--- config.mk ---
export PLATFORM = sky130hd
export DESIGN_NAME = control_sequencer
export DESIGN_NICKNAME = d
export VERILOG_FILES = /design/src/rtl/control_sequencer.sv
export SDC_FILE = /design/constraint.sdc
export NUM_CORES = 1
export LEC_CHECK = 0
export ABC_AREA = 1
export CAP_MARGIN = 40
export CORE_ASPECT_RATIO = 0.6
export CORE_MARGIN = 3
export CORE_UTILIZATION = 45
export CTS_CLUSTER_DIAMETER = 80
export DETAILED_ROUTE_END_ITERATION = 8
export HOLD_SLACK_MARGIN = 0.02
export PLACE_DENSITY = 0.88
export SYNTH_ARGS = -nofsm -noshare
export SYNTH_HDL_FRONTEND = slang
export SYNTH_SLANG_ARGS = --single-unit
--- constraint.sdc ---
create_clock -name Clock -period 4.7 [get_ports Clock]
set_input_delay 0.705 -clock Clock [delete_from_list [all_inputs] [get_ports Clock]]
set_output_delay 0.705 -clock Clock [all_outputs]
set_load 0.02 [all_outputs]
--- src/rtl/control_sequencer.sv ---
// Hardwired control unit for the single-bus datapath: fetch T0-T2, per-class execute,
// Moore strobes decoded from the state register and IR.
module control_sequencer (
    input  logic        Clock,
    input  logic        clear_n,
    input  logic [31:0] IR,
    input  logic        Stop,
    output logic        PCout,
    output logic        Zhighout,
    output logic        Zlowout,
    output logic        MDRout,
    output logic        HIout,
    output logic        LOout,
    output logic        Cout,
    output logic        PCin,
    output logic        IncPC,
    output logic        MARin,
    output logic        MDRin,
    output logic        IRin,
    output logic        Yin,
    output logic        Zin,
    output logic        HIin,
    output logic        LOin,
    output logic        Read,
    output logic        Write,
    output logic [15:0] reg_in,
    output logic [15:0] reg_out,
    output logic [4:0]  alu_op,
    output logic        Run
);

    typedef enum logic [3:0] {
        RESET = 4'd0,
        T0, T1, T2, T3, T4, T5, T6, T7,
        HALT
    } state_t;

    typedef enum logic [3:0] {
        C_LD, C_LDI, C_ST, C_ALU, C_IMM, C_MULDIV, C_NEGNOT, C_NOP, C_HALT
    } iclass_t;

    state_t     state;
    state_t     next_state;
    state_t     last_state;
    state_t     boundary;
    iclass_t    iclass;
    logic [4:0] opcode;
    logic [4:0] alu_code;
    logic [15:0] ra_sel;
    logic [15:0] rb_sel;
    logic [15:0] rc_sel;
    logic [15:0] base_sel;
    logic        unused_ir;

    assign opcode   = IR[31:27];
    assign ra_sel   = 16'd1 << IR[26:23];
    assign rb_sel   = 16'd1 << IR[22:19];
    assign rc_sel   = 16'd1 << IR[18:15];
    // Memory-address base: R0 reads as zero, so no register drives the bus.
    assign base_sel = (IR[22:19] == 4'd0) ? '0 : rb_sel;
    // Immediate bits go straight to the datapath sign-extender, not decoded here.
    assign unused_ir = ^IR[14:0];

    always_comb begin
        case (opcode)
            5'd0:                              iclass = C_LD;
            5'd1:                              iclass = C_LDI;
            5'd2:                              iclass = C_ST;
            5'd3, 5'd4, 5'd5, 5'd6, 5'd7,
            5'd8, 5'd9, 5'd10, 5'd11:          iclass = C_ALU;
            5'd12, 5'd13, 5'd14:               iclass = C_IMM;
            5'd15, 5'd16:                      iclass = C_MULDIV;
            5'd17, 5'd18:                      iclass = C_NEGNOT;
            5'd27:                             iclass = C_HALT;
            default:                           iclass = C_NOP;
        endcase
    end

    always_comb begin
        case (iclass)
            C_ALU, C_MULDIV, C_NEGNOT: alu_code = opcode;
            C_IMM: begin
                case (opcode)
                    5'd12:   alu_code = 5'd3;
                    5'd13:   alu_code = 5'd5;
                    default: alu_code = 5'd6;
                endcase
            end
            C_LD, C_LDI, C_ST: alu_code = 5'd3;
            default:           alu_code = 5'd0;
        endcase
    end

    always_comb begin
        case (iclass)
            C_NEGNOT:             last_state = T4;
            C_ALU, C_IMM, C_LDI:  last_state = T5;
            C_MULDIV:             last_state = T6;
            C_LD, C_ST:           last_state = T7;
            default:              last_state = T2;
        endcase
    end

    always_ff @(posedge Clock or negedge clear_n) begin
        if (!clear_n) state <= RESET;
        else          state <= next_state;
    end

    always_comb begin
        next_state = state;
        boundary   = Stop ? HALT : T0;
        case (state)
            RESET: next_state = T0;
            T0:    next_state = T1;
            T1:    next_state = T2;
            T2: begin
                if (iclass == C_HALT)        next_state = HALT;
                else if (last_state == T2)   next_state = boundary;
                else                         next_state = T3;
            end
            T3:    next_state = (last_state == T3) ? boundary : T4;
            T4:    next_state = (last_state == T4) ? boundary : T5;
            T5:    next_state = (last_state == T5) ? boundary : T6;
            T6:    next_state = (last_state == T6) ? boundary : T7;
            T7:    next_state = boundary;
            HALT:  next_state = HALT;
            default: next_state = RESET;
        endcase
    end

    always_comb begin
        PCout    = 1'b0;
        Zhighout = 1'b0;
        Zlowout  = 1'b0;
        MDRout   = 1'b0;
        HIout    = 1'b0;
        LOout    = 1'b0;
        Cout     = 1'b0;
        PCin     = 1'b0;
        IncPC    = 1'b0;
        MARin    = 1'b0;
        MDRin    = 1'b0;
        IRin     = 1'b0;
        Yin      = 1'b0;
        Zin      = 1'b0;
        HIin     = 1'b0;
        LOin     = 1'b0;
        Read     = 1'b0;
        Write    = 1'b0;
        reg_in   = '0;
        reg_out  = '0;
        alu_op   = '0;
        Run      = (state != RESET) && (state != HALT);

        case (state)
            T0: begin
                PCout = 1'b1;
                MARin = 1'b1;
                IncPC = 1'b1;
                PCin  = 1'b1;
            end
            T1: begin
                Read  = 1'b1;
                MDRin = 1'b1;
            end
            T2: begin
                MDRout = 1'b1;
                IRin   = 1'b1;
            end
            T3: begin
                case (iclass)
                    C_ALU, C_IMM: begin
                        reg_out = rb_sel;
                        Yin     = 1'b1;
                    end
                    C_LD, C_LDI, C_ST: begin
                        reg_out = base_sel;
                        Yin     = 1'b1;
                    end
                    C_MULDIV: begin
                        reg_out = ra_sel;
                        Yin     = 1'b1;
                    end
                    C_NEGNOT: begin
                        reg_out = rb_sel;
                        Zin     = 1'b1;
                    end
                    default: ;
                endcase
            end
            T4: begin
                case (iclass)
                    C_ALU: begin
                        reg_out = rc_sel;
                        Zin     = 1'b1;
                    end
                    C_IMM, C_LD, C_LDI, C_ST: begin
                        Cout = 1'b1;
                        Zin  = 1'b1;
                    end
                    C_MULDIV: begin
                        reg_out = rb_sel;
                        Zin     = 1'b1;
                    end
                    C_NEGNOT: begin
                        Zlowout = 1'b1;
                        reg_in  = ra_sel;
                    end
                    default: ;
                endcase
            end
            T5: begin
                case (iclass)
                    C_ALU, C_IMM, C_LDI: begin
                        Zlowout = 1'b1;
                        reg_in  = ra_sel;
                    end
                    C_LD, C_ST: begin
                        Zlowout = 1'b1;
                        MARin   = 1'b1;
                    end
                    C_MULDIV: begin
                        Zlowout = 1'b1;
                        LOin    = 1'b1;
                    end
                    default: ;
                endcase
            end
            T6: begin
                case (iclass)
                    C_LD: begin
                        Read  = 1'b1;
                        MDRin = 1'b1;
                    end
                    C_ST: begin
                        reg_out = ra_sel;
                        MDRin   = 1'b1;
                    end
                    C_MULDIV: begin
                        Zhighout = 1'b1;
                        HIin     = 1'b1;
                    end
                    default: ;
                endcase
            end
            T7: begin
                case (iclass)
                    C_LD: begin
                        MDRout = 1'b1;
                        reg_in = ra_sel;
                    end
                    C_ST: Write = 1'b1;
                    default: ;
                endcase
            end
            default: ;
        endcase

        if (Zin) alu_op = alu_code;
    end

endmodule

== Yosys cells after proc, flatten, opt, wreduce, memory -nomap -nowiden ==
Memories as Yosys holds them, arrays and structs flattened.
Cells that the tools add are included.

* Register bits: 4
* Bits in read-only memories: 128
* Input bits: 35
* Output and inout bits: 56
* Logic and storage cells: 82
* Memories kept: 1

{| class="wikitable"
|+ Memory list
! memory !! depth !! bits a word !! rd ports !! clocked after memory_dff !! wr ports !! line !! text
|-
| (no name shown) || 32 || 4 || 1 || 0 || 0 || 65 || <nowiki>case (opcode)</nowiki>
|}

* Equal/unequal tests: 24
* Shift operators: 3
* Mux-type cells: 41
* Reductions and logical operators: 12

{| class="wikitable"
|+ Operator list
! operator !! number
|-
| 16-bit case mux with 3 select lines || 3
|-
| 16-bit two-way mux || 5
|-
| 1-bit by 4-bit left shift with 16-bit output (first input constant) || 3
|-
| 4-bit by 3-bit equality test with 1-bit output (second input constant) || 11
|-
| 4-bit case mux with 10 select lines || 1
|-
| 16-bit case mux with 2 select lines || 1
|-
| 4-bit two-way mux || 7
|-
| 4-bit by 2-bit equality test with 1-bit output (second input constant) || 5
|-
| 4-bit case mux with 4 select lines || 1
|-
| 5-bit case mux with 3 select lines || 1
|-
| 1-bit two-way mux || 14
|-
| 4-bit equality test (second input constant) || 3
|-
| 4-bit logical NOT || 3
|-
| 1-bit case mux with 2 select lines || 6
|-
| 3-bit OR reduction || 4
|-
| 5-bit by 4-bit equality test with 1-bit output (second input constant) || 2
|-
| 4-bit by 1-bit equality test with 1-bit output (second input constant) || 2
|-
| 3-bit case mux with 2 select lines || 1
|-
| 6-bit OR reduction || 1
|-
| 5-bit two-way mux || 1
|-
| 4-bit inequality test (second input constant) || 1
|-
| 4-bit nonzero test || 1
|-
| 4-bit OR reduction || 1
|-
| 2-bit OR reduction || 1
|-
| 1-bit logical AND || 1
|}

== Logic depth before layout (Yosys ltp) ==
An unclocked memory read counts as a cell.

* Word-level depth: 8
* Depth in mapped cells: 13
* Depth with buffers taken out: 12

== Worst setup path before layout ==
OpenSTA, ideal clock, no wires.

* Kind: input to output
* From: input IR[27]
* To: output alu_op[0]
* Arrival time: 2,049 ps
* Data required time: 3,995 ps
* Setup slack: 1,946 ps
* Stages: 9
* Buffers on the path: 0
* Cells stage by stage: inv_1 > ha_1 > nand2_1 > nand3_2 > nand2_4 > nand2_1 > nand3_1 > nand2_1 > a21oi_1

* Cells in the longest elaborated chain, start to end: 6
* Elaborated cells on any way between the ends: 19
* Classes of those cells: 8 x eq/ne; 6 x mux; 4 x reduce/logical; 1 x memory

{| class="wikitable"
|+ RTL lines
! what !! line !! text
|-
| from (decl) || 6 || <nowiki>input logic [31:0] IR,</nowiki>
|-
| memory read 32 x 4 bit || n/a ||
|-
| 4-bit by 2-bit equality test with 1-bit output (tied with other cells) || 80, 192 ||
|-
| 6-bit OR reduction (no source line) || n/a ||
|-
| 1-bit two-way mux || 192 || <nowiki>case (iclass)</nowiki>
|-
| 1-bit case mux with 2 select lines || 155 || <nowiki>case (state)</nowiki>
|-
| 5-bit two-way mux * || 259 || <nowiki>if (Zin) alu_op = alu_code;</nowiki>
|-
| to (decl) || 28 || <nowiki>output logic [4:0] alu_op,</nowiki>
|}

Every way passes the cells marked *; elsewhere a longest branch is shown, timed or not.

== Final worst setup path ==
* From: input IR[27]
* To: output reg_out[4]

* Cells in the longest elaborated chain, start to end: 5
* Elaborated cells on any way between the ends: 14
* Classes of those cells: 6 x eq/ne; 4 x mux; 3 x reduce/logical; 1 x memory

{| class="wikitable"
|+ RTL lines
! what !! line !! text
|-
| memory read 32 x 4 bit * || n/a ||
|-
| 4-bit by 2-bit equality test with 1-bit output (tied with other cells) || 171, 192 ||
|-
| 3-bit OR reduction (on tied branches) || n/a ||
|-
| 16-bit case mux with 3 select lines || 171 || <nowiki>case (iclass)</nowiki>
|-
| 16-bit case mux with 3 select lines * || 155 ||
|-
| to (decl) || 27 || <nowiki>output logic [15:0] reg_out,</nowiki>
|}

Marked as above.

==> flow_summary_export.csv <==
group,metric,value,unit
status,status,"finished, final reports clean",
global_route,grt_max_degree,20,
logic_synthesis,async_flop_share,1.00,
worst_setup_path,path_buf_inv,3,
logic_synthesis,yosys.cell_count.top_type,"nand2_1",
sta,relSlewSlack,0.621,
layout,largest_register,"state",
floorplanning,pin_count,91,
place,gp_congestion,0.921,
logic_synthesis,ys.warnings.count,0,
clock_network,ctsHoldBuffers,0,
detailed_routing,wl,6300,um
layout,largest_register_ffs,4,
logic_synthesis,yosysSeqAreaShare,0.0545,
floorplanning,die_w,88.5,um
place,io_buffer_count,73,
logic_synthesis,syn_inst,367,
clock_network,insertion_delay,0.21,ns
place,dp.cells,475,
clock_network,cts_buffers,3,
clock_network,cts_num_sinks,4,
sta,rsz0062_at_grt,"false",
layout,n_fill_cell,352,
global_route,first_global_vias,2213,
worst_setup_path,path_cells,"clkdlybuf4s50_1 -> inv_1 -> ha_1 -> nand2_1 -> nand3_2 -> nand2_4 -> nand2_1 -> nor2_2 -> nand2_1 -> nand2_1 -> nand2_1 -> nand3_1 -> clkdlybuf4s50_1",
detailed_routing,via_per_inst,5.26,
logic_synthesis,synth_area_leaders,"nand2_1, nand3_1, inv_1, nor2_1, dfrtp_1",
worst_setup_path,crit_path_max_incr_delay,0.60,ns
worst_setup_path,cp.required,3.99,ns
clock_network,htree_levels,1,
power_and_ir_drop,p_leak,0.00113,uW
worst_setup_path,start_kind,"input pin",
logic_synthesis,synth.top_cell.area_share,0.255,
power_and_ir_drop,netSwitchingFraction,0.527,
sta,fin_crit,4.15,ns
clock_network,cts_resized,0,
detailed_routing,wl_per_cell,13.2,um
layout,reg_top3,"state x4",
sta,finalSetupViolations,0,
logic_synthesis,yosys_most_used_dff,"dfrtp_1",
detailed_routing,antenna_left,0,
worst_setup_path,critical_path_arrival,3.44,ns
power_and_ir_drop,pwr-share-comb,0.759,
detailed_routing,firstDrtPassIters,5,
detailed_routing,num_vias,2516,
worst_setup_path,crit_path_frequent_cell,"nand2_1",
worst_setup_path,critPathCaptureType,"output pin",
power_and_ir_drop,ir_drop,0.166,mV
logic_synthesis,ys_ff_latch,4,
sta,worst_pin_slew,0.563,ns
detailed_routing,drt_iter0_drc,266,
worst_setup_path,crit_family,"buffers and inverters",
floorplanning,core_area,3790,sq um
floorplanning,dieArea,4910,sq um
sta,finalHoldViolations,0,
sta,finalWorstSetupSlack,0.555,ns
logic_synthesis,yosys-top-cells-count,"nand2_1, inv_1, nor2_1, nand3_1",
logic_synthesis,post-synth-top-area-cell,"nand2_1",
layout,nets,472,
power_and_ir_drop,p_seq_frac,0.112,
worst_hold_path,hp-class,"reg -> reg",
global_route,antenna_found_initial,0,
global_route,grt_pass1_wl,10400,um
power_and_ir_drop,switchingPower,289,uW
clock_network,cts_root_buffer,"clkbuf_8",
detailed_routing,drc_errors,0,
place,hpwl,5180,um
worst_setup_path,critPathKind,"in -> out",
sta,clock-skew-final,0.00327,ns
worst_setup_path,cp_max_fo,9,
layout,postLayoutCoreUtil,0.684,
logic_synthesis,ys_types,33,
sta,fin_setup_tns,0,ns
floorplanning,rows,17,
logic_synthesis,avgSynthCellArea,5.01,sq um
floorplanning,die_y,55.5,um
layout,diodes,0,
global_route,grt_usage,0.259,
sta,fmaxAchievable,241,MHz
worst_setup_path,cp_slowest_cell,"clkdlybuf4s50_1",
clock_network,postCtsSetupBuffers,0,
sta,drv_slew,0,
logic_synthesis,syn_area,1840,sq um
power_and_ir_drop,power_density,212,nW/um^2
global_route,globalRouteOverflowTotal,0,
power_and_ir_drop,power.share.clock,0.129,
clock_network,cts_tree,"built",
layout,drive_above_1_share,0.0951,
power_and_ir_drop,p_int,259,uW
logic_synthesis,synth_edf_count,0,
layout,instances_no_fill,478,
sta,post-route-period-util,0.882,
clock_network,clk_pin_slew_worst_paths,0.03,ns
clock_network,ctsLongestPathBuffers,2,
layout,synthToLayoutAreaGrowth,40.8,%
place,pre_cts_slack,0.568,ns
flow_run,cap_violations,0,
floorplanning,initial_utilization,0.485,
[placed cells by master, fill, tap and decap left out, types with 7 or more instances in the layout]
| cell | count |
|---|---|
| nand3_1 | 37 |
| clkdlybuf4s50_1 | 73 |
| nor2_1 | 46 |
| inv_1 | 49 |
| nor4_1 | 7 |
| a21oi_1 | 8 |
| o21ai_0 | 11 |
| nand2_1 | 125 |
| nor3_1 | 14 |
| nor2_2 | 14 |
[area by class of cell]
type	instances	area [sq um]	area share
clock buffer	3	41.3	0.0159
inverter	55	218	0.0841
multi-input combinational	295	1430	0.553
sequential	4	100	0.0387
tap	47	58.8	0.0227
timing repair buffer	74	738	0.285
[per-stage QoR]
| stage | area [sq um] | total power (uW) | hold WS, ns |
|---|---|---|---|
| finish | 2590 | 548 | 0.614 |
| global route | 2590 | 593 | 0.687 |
| CTS | 2590 | 546 | 0.609 |
| detailed placement | 2550 | 473 | 0.602 |
| global placement | 2550 | 464 | 0.596 |
| floorplan | 1840 | 327 | 0.409 |
[power by group through the flow]
| stage | sequential, uW | clock, uW | combinational (uW) |
|---|---|---|---|
| 6_report | 61.4 | 70.5 | 416 |
| 4_1_cts | 61.0 | 72.5 | 412 |
| 3_3_place_gp | 60.4 | 0 | 404 |
| 2_1_floorplan | 57.9 | 0 | 269 |
| 5_1_grt | 63.9 | 77.3 | 451 |
| 3_5_place_dp | 61.4 | 0 | 411 |
[worst reg2reg max path: stages, from the launching register on]
cell,delay (ns)
dfrtp_1,0.39
inv_1,0.10
nand2_1,0.10
nor3_1,0.42
o21ai_0,0.21
nand2_1,0.09
a21oi_1,0.04
nand3_1,0.10
[routing by layer]
layer,up-vias,track usage,routed length [um]
met2,146,0.357,2460
met4,0,0.0323,34
met5,-,0,0
li1,1274,-,-
met3,4,0.0402,662
met1,1092,0.421,3150
[cells by family after synthesis]
kind of cell    after synthesis  share of synthesized area
other cells                   1                    0.00204
flops                         4                     0.0545
fa+ha+maj                     4                     0.0272
simple gates                265                      0.666
compound gates               24                     0.0817
buf+inv                      69                      0.168
[worst paths after layout]
kind                       startpoint          to  slack (ns)  depth (start not counted)
max                            IR[27]  reg_out[4]        0.55                         13
min                          state[3]    state[0]        0.61                          2
max reg2reg                  state[3]    state[3]        3.19                          7
min reg2reg                  state[3]    state[0]        0.61                          2
max in group asynchronous     clear_n    state[3]        3.84                          1
min in group asynchronous     clear_n    state[1]        0.69                          1
(Power assumes the default switching activity.)
